[config.mk]
export PLATFORM = sky130hd
export DESIGN_NAME = tstamp_gen
export DESIGN_NICKNAME = d
export VERILOG_FILES = /design/src/rtl/tstamp_gen.sv
export SDC_FILE = /design/constraint.sdc
export NUM_CORES = 1
export LEC_CHECK = 0
export ABC_AREA = 0
export CORE_ASPECT_RATIO = 1.25
export CORE_UTILIZATION = 58
export DETAILED_ROUTE_END_ITERATION = 10
export PLACE_DENSITY = 0.8
export SYNTH_ARGS = -nofsm -noshare
export SYNTH_HDL_FRONTEND = slang
export SYNTH_SLANG_ARGS = --single-unit
export TNS_END_PERCENT = 50
[constraint.sdc]
create_clock -name clk_main -period 3.6 [get_ports clk_main]
set_clock_uncertainty 0.15 [all_clocks]
set_input_delay 0.72 -clock clk_main [delete_from_list [all_inputs] [get_ports clk_main]]
set_output_delay 0.72 -clock clk_main [all_outputs]
set_load 0.02 [all_outputs]
[src/rtl/tstamp_gen.sv]
// rtl/tstamp_gen.sv - clk_low divider, spike synchroniser and timestamp pulse generator
// Feeds the gain-clock generator: clk_low, tstamp, tstamp_de, exp_w1_de1.
module tstamp_gen #(
  parameter int R_MAIN_TO_LOW = 1000,
  parameter int REFRAC_LOW    = 2,
  parameter int SYNC_STAGES   = 2,
  parameter int CNT_W         = 16
) (
  input  logic             clk_main,
  input  logic             clr,
  input  logic             spike_in,
  input  logic             exp_w1,
  output logic             clk_low,
  output logic             tstamp,
  output logic             tstamp_de,
  output logic             exp_w1_de1,
  output logic             busy,
  output logic [CNT_W-1:0] drop_cnt
);

  localparam int DW = $clog2(R_MAIN_TO_LOW);
  localparam int RW = (REFRAC_LOW < 1) ? 1 : $clog2(REFRAC_LOW + 1);
  localparam logic [DW-1:0] DIV_LAST = DW'(R_MAIN_TO_LOW - 1);
  localparam logic [DW-1:0] DIV_HALF = DW'(R_MAIN_TO_LOW / 2);

  localparam logic [1:0] S_IDLE   = 2'd0;
  localparam logic [1:0] S_PEND   = 2'd1;
  localparam logic [1:0] S_STAMP  = 2'd2;
  localparam logic [1:0] S_REFRAC = 2'd3;

  logic [DW-1:0]          div_cnt;
  logic [DW-1:0]          div_nxt;
  logic                   low_tick;
  logic [SYNC_STAGES-1:0] sync_q;
  logic                   ev_q;
  logic                   ev_rise;
  logic                   drop_hit;
  logic [1:0]             state;
  logic [1:0]             state_nxt;
  logic [RW-1:0]          ref_cnt;
  logic [RW-1:0]          ref_nxt;
  logic                   tstamp_nxt;

  // low_tick marks the cycle whose closing edge raises clk_low
  assign low_tick = (div_cnt == DIV_LAST);
  assign div_nxt  = low_tick ? '0 : div_cnt + 1'b1;
  assign ev_rise  = sync_q[SYNC_STAGES-1] & ~ev_q;
  assign drop_hit = ev_rise & exp_w1 & (state != S_IDLE);

  always_comb begin
    state_nxt  = state;
    ref_nxt    = ref_cnt;
    tstamp_nxt = tstamp;
    case (state)
      S_IDLE: begin
        if (ev_rise && exp_w1) state_nxt = S_PEND;
      end
      S_PEND: begin
        // losing the window cancels before any stamp, even on a low_tick
        if (!exp_w1) begin
          state_nxt = S_IDLE;
        end else if (low_tick) begin
          tstamp_nxt = 1'b1;
          state_nxt  = S_STAMP;
        end
      end
      S_STAMP: begin
        if (low_tick) begin
          tstamp_nxt = 1'b0;
          if (REFRAC_LOW == 0) begin
            state_nxt = S_IDLE;
          end else begin
            ref_nxt   = RW'(REFRAC_LOW);
            state_nxt = S_REFRAC;
          end
        end
      end
      S_REFRAC: begin
        if (low_tick) begin
          ref_nxt = ref_cnt - 1'b1;
          if (ref_cnt == RW'(1)) state_nxt = S_IDLE;
        end
      end
      default: state_nxt = S_IDLE;
    endcase
  end

  always_ff @(posedge clk_main or posedge clr) begin
    if (clr) begin
      div_cnt    <= DIV_LAST;
      clk_low    <= 1'b0;
      sync_q     <= '0;
      ev_q       <= 1'b0;
      exp_w1_de1 <= 1'b0;
      state      <= S_IDLE;
      busy       <= 1'b0;
      ref_cnt    <= '0;
      tstamp     <= 1'b0;
      tstamp_de  <= 1'b0;
      drop_cnt   <= '0;
    end else begin
      div_cnt    <= div_nxt;
      clk_low    <= (div_nxt < DIV_HALF);
      sync_q     <= {sync_q[SYNC_STAGES-2:0], spike_in};
      ev_q       <= sync_q[SYNC_STAGES-1];
      exp_w1_de1 <= exp_w1;
      state      <= state_nxt;
      busy       <= (state_nxt != S_IDLE);
      ref_cnt    <= ref_nxt;
      tstamp     <= tstamp_nxt;
      if (low_tick) tstamp_de <= tstamp;
      if (drop_hit && (drop_cnt != '1)) drop_cnt <= drop_cnt + 1'b1;
    end
  end

endmodule
# --- Yosys cells after proc, flatten, opt, wreduce, memory -nomap -nowiden ---
# Index checks and enable logic that the tools add are counted.
# Widths: inputs -> output; s select.
totals:
  ff_bits: 38
  latch_bits: 0
  ram_bits: 0
  mem_bits_ro: 0
  input_bits: 4
  output_inout_bits: 21
  word_cells: 53
  mem_count: 0
op_classes:
  n_addsub: 3
  mul: 0
  div: 0
  magnitude_cmp: 1
  n_eq_ne: 10
  shift: 0
  muxes: 15
  n_bitwise: 4
  n_reduce_logical: 9
ops:
  columns: ["cell", "count"]
  rows:
  - ["$add 16x1->16 const B", 1]
  - ["$mux 2", 8]
  - ["$ne 16x16->1 const B", 1]
  - ["$add 10x1->10 const B", 1]
  - ["$eq 10x10->1 const B", 1]
  - ["$lt 10x9->1 const B", 1]
  - ["$mux 10", 1]
  - ["$ne 2x2->1 const B", 4]
  - ["$pmux 2 s4", 1]
  - ["$reduce_bool 2->1", 4]
  - ["$eq 2x1->1 const B", 2]
  - ["$eq 2x2->1 const B", 2]
  - ["$pmux 2 s2", 1]
  - ["$reduce_and 4->1", 1]
  - ["$and 1x1->1", 3]
  - ["$mux 1", 3]
  - ["$reduce_and 3->1", 1]
  - ["$logic_and 1x1->1", 2]
  - ["$logic_not 2->1", 1]
  - ["$pmux 1 s2", 1]
  - ["$sub 2x1->2 const B", 1]
  - ["$not 1->1", 1]

# --- Depth between registers and ports, before layout ---
logic_depth:
  word_depth: 6
  depth_mapped: 7

# --- Worst setup path before layout ---
# No wires, ideal clock.
synth_timing:
  kind: "flip-flop to flip-flop"
  from: "register div_cnt[0]"
  to: "register tstamp_de"
  arrival_ns: 1.848
  required_time_ns: 3.325
  setup_slack_ns: 1.477
  path_stages_with_launch: 7
  period_less_slack_ns: 2.123
  path_cell_list: "dfstp_2 > ha_1 > clkbuf_1 > nand4b_1 > nor3_1 > buf_2 > mux2_2"
synth_via:
  elab_chain_cells: 1
synth_rtl:
  columns: ["element", "line_no", "text"]
  rows:
  - ["start: declaration", "31", "logic [DW-1:0] div_cnt;"]
  - ["start signal: assignment", "102", "div_cnt <= div_nxt;"]
  - ["$eq 10x10->1", "45", "assign low_tick = (div_cnt == DIV_LAST);"]
  - ["end signal: assignment", "111", "if (low_tick) tstamp_de <= tstamp;"]
  - ["end: declaration", "15", "output logic tstamp_de,"]
# Every way passes these cells.
# A chain may end at the register's enable or synchronous reset.

# --- Final worst setup path ---
layout_timing:
  from: "input exp_w1"
  to: "register drop_cnt[10]"
layout_via:
  elab_chain_cells: 3
layout_rtl:
  columns: ["element", "line_no", "text"]
  rows:
  - ["start: declaration", "12", "input logic exp_w1,"]
  - ["$and 1x1->1 (2 in series)", "48", "assign drop_hit = ev_rise & exp_w1 & (state != S_IDLE);"]
  - ["$logic_and 1x1->1", "112", "if (drop_hit && (drop_cnt != '1)) drop_cnt <= drop_cnt + 1'b1;"]
  - ["end signal: assignment", "112", null]
  - ["end: declaration", "18", "output logic [CNT_W-1:0] drop_cnt"]
# Every way passes these cells.

==> flow_metrics.env <==
export IMPL_syn_inst=188
export IMPL_stdcell_area_um2=2220
export IMPL_p_int_uw=648
export IMPL_gr_usage_met2_pct=45.7
export IMPL_synth_commonest_cells="30 x dfrtp_1, 13 x nand2_1, 12 x nand3_1"
export IMPL_end_kind="register"
export IMPL_placed_area_um2=2160
export IMPL_dieHeight_um=66.0
export IMPL_min_period_ps=2430
export IMPL_cts_resized_gates=0
export IMPL_yosysSeqAreaShare_pct=50.6
export IMPL_synth_edf_count=0
export IMPL_drc=0
export IMPL_final_antenna_net_count=0
export IMPL_slew_violations=0
export IMPL_cts_sinks=38
export IMPL_swShare_pct=30.7
export IMPL_grt_pass1_vias=1512
export IMPL_grt_overflow=0
export IMPL_grt_max_degree=39
export IMPL_grt_busiest_layer="met2"
export IMPL_ctsHoldBuffers=0
export IMPL_synth_cell_type_count=45
export IMPL_yosys_warnings=0
export IMPL_combPwrFrac_pct=21.2
export IMPL_die_width_um=53.2
export IMPL_cts_tree="done"
export IMPL_critical_path_class="primary input to register"
export IMPL_n_antenna_cell=0
export IMPL_rows=22
export IMPL_switchingPower_uw=286
export IMPL_reg2regPathDepth=6
export IMPL_pin_count=25
export IMPL_cts_setup_buffers=0
export IMPL_worstMarginPinSlew_ps=728
export IMPL_htreeDepth=2
export IMPL_power_density_nw_per_um2=421
export IMPL_clock_fmax_mhz=412
export IMPL_fin_crit_sh_pct=67.4
export IMPL_via_per_inst=6.18
export IMPL_crit_path_start_kind="primary input"
export IMPL_vias=1538
export IMPL_status="finished clean"
export IMPL_ir_worst_vdd_mv=0.340
export IMPL_min_path_cells=0
export IMPL_setup_tns_ps=0
export IMPL_gp_congestion=0.917
export IMPL_finalHoldViolCount=0
export IMPL_synth_top_area_cell="dfrtp_1"
export IMPL_ys_flop_type="dfrtp_1"
export IMPL_grt_use_met1_pct=27.7
export IMPL_leakagePower_uw=0.000925
export IMPL_clk_latency_ps=340
export IMPL_arrival_ps=2550
export IMPL_post_drt_wl_per_cell_um=15.3
export IMPL_area_growth_pct=16.9
export IMPL_netlist_area_um2=1900
export IMPL_total_power_uw=934
export IMPL_hold_end="sync_q[1]$_DFF_PP0_"
export IMPL_final_nets=219
export IMPL_pwr_share_seq_pct=54.2
export IMPL_maxCapViolCount=0
export IMPL_worstHoldStart="sync_q[0]$_DFF_PP0_"
export IMPL_fp_coreArea_um2=3030
export IMPL_grt_total_usage_pct=25.9
export IMPL_async_flop_share_pct=100
export IMPL_dp_cells=241
export IMPL_ys_ff_latch=38
export IMPL_hold_path_class="register to register"
export IMPL_grt_antenna_before_repair=0
export IMPL_clockBufferDepth=2
export IMPL_drtPass1Iterations=5
export IMPL_rsz0062_at_grt="false"
export IMPL_timing_rr_start="div_cnt[0]$_DFF_PP1_"
export IMPL_clockPowerShare_pct=24.5
export IMPL_cts_root_buffer="clkbuf_4"
export IMPL_start_util_pct=62.7
export IMPL_r2r_end="ref_cnt[0]$_DFFE_PP0P_"
export IMPL_yosysTopAreaCellShare_pct=39.6
export IMPL_routed_wl_um=3820
export IMPL_clk_pin_slew_ps=110
export IMPL_synthTopCellsByArea="dfrtp_1 40%, dfstp_2 11%, xor2_1 3.7%"
export IMPL_slew_headroom_pct=51.0
export IMPL_dieArea_um2=3510
export IMPL_synth_nets=195
export IMPL_port_buffers=24
export IMPL_critPathMaxFanout=7
export IMPL_post_dp_hpwl_um=2810
export IMPL_met3_usage_pct=6.44
export IMPL_grt_pass1_wl_um=6530
export IMPL_fin_cells=249
export IMPL_cts_buffers=5
export IMPL_synth_most_common_cell="dfrtp_1"
export IMPL_setup_viol=0
export IMPL_drive_above_1_share_pct=12.2
export IMPL_worstPathRequired_ps=3720
export IMPL_drt_first_iter_violations=49
export IMPL_rrSetupSlack_ps=1190
export IMPL_avgSynthCellArea_um2=10.1
==> power by group through the flow <==
stage               Clock (uW)  Sequential (uW)  Combinational (uW)
detailed placement           0              514                 201
finish                     229              507                 198
CTS                        240              506                 201
global placement             0              511                 193
global route               256              512                 216
floorplan                    0              543                75.4
==> per-layer routing <==
metal	up-vias	share of wire, %
li1	734	-
met1	752	40
met2	42	54
met3	10	4.4
met4	0	2.6
met5	-	0
==> state kept, by name, summed over array words and instances (netlist names) <==
name	cells
drop_cnt	16
tstamp_de	1
clk_low	1
busy	1
exp_w1_de1	1
ref_cnt	2
div_cnt	10
state	2
sync_q	2
ev_q	1
tstamp	1
==> critical path, cell delays in order <==
cell and delay [ps]:
clkdlybuf4s50_1 600, nand3b_1 160, or3_1 460, nor4_1 420, xor2_1 190
==> metrics by stage <==
| step | setup WS, ps | hold slack, ps | util, % |
|---|---|---|---|
| floorplan | 1480 | 181 | - |
| global placement | 941 | 184 | 71.3 |
| finish | 1170 | 208 | 73.3 |
| global route | 977 | 222 | 73.3 |
| detailed placement | 812 | 199 | 71.3 |
| CTS | 1190 | 210 | 73.3 |
==> cells by family (layout without fill, tap and decap cells) <==
group                      Yosys count  count (layout)  share of synthesized area (%)
xor gates and xnor gates            13              13                           6.00
DFF                                 38              38                           50.6
muxes                                7               7                           3.96
adders and majority gates            3               3                           1.98
and+or+nand+nor                     74              74                           20.8
AOI/OAI and AO/OA                   36              36                           13.0
buffers and inverters               17              42                           3.63
==> worst max path at each step <==
stage	end	cells past startpoint	start
2_1_floorplan	tstamp_de$_DFFE_PP0P_	6	div_cnt[0]$_DFF_PP1_
3_3_place_gp	drop_cnt[8]$_DFFE_PP0P_	5	exp_w1
3_5_place_dp	drop_cnt[10]$_DFFE_PP0P_	5	exp_w1
4_1_cts	ref_cnt[0]$_DFFE_PP0P_	6	div_cnt[0]$_DFF_PP1_
5_1_grt	ref_cnt[0]$_DFFE_PP0P_	6	div_cnt[0]$_DFF_PP1_
6_report	drop_cnt[10]$_DFFE_PP0P_	5	exp_w1
==> cell type report <==
class                           count  area, um^2
Clock buffer                        8        58.8
Fill cell                         237         810
Timing Repair Buffer               26         255
Tap cell                           36        45.0
Inverter                            8        30.0
Sequential cell                    38         961
Multi-Input combinational cell    133         868
==> layout by cell type, fill, tap and decap left out, types with 3 or more instances in the layout <==
cell type        count
dfrtp_1             30
dfstp_2              8
or3_1                4
nor2_1              11
mux2_2               4
clkbuf_4             5
clkdlybuf4s50_1     24
o21ai_0              9
inv_1                8
ha_1                 3
nor4_1               8
xor2_1               8
nand2_1             13
a31o_2               4
nand4_1              7
mux2i_1              3
xnor2_1              5
nor3_1               6
nand3_1             12
a21oi_1              6
Note: power is estimated with default switching activity, not from simulation.
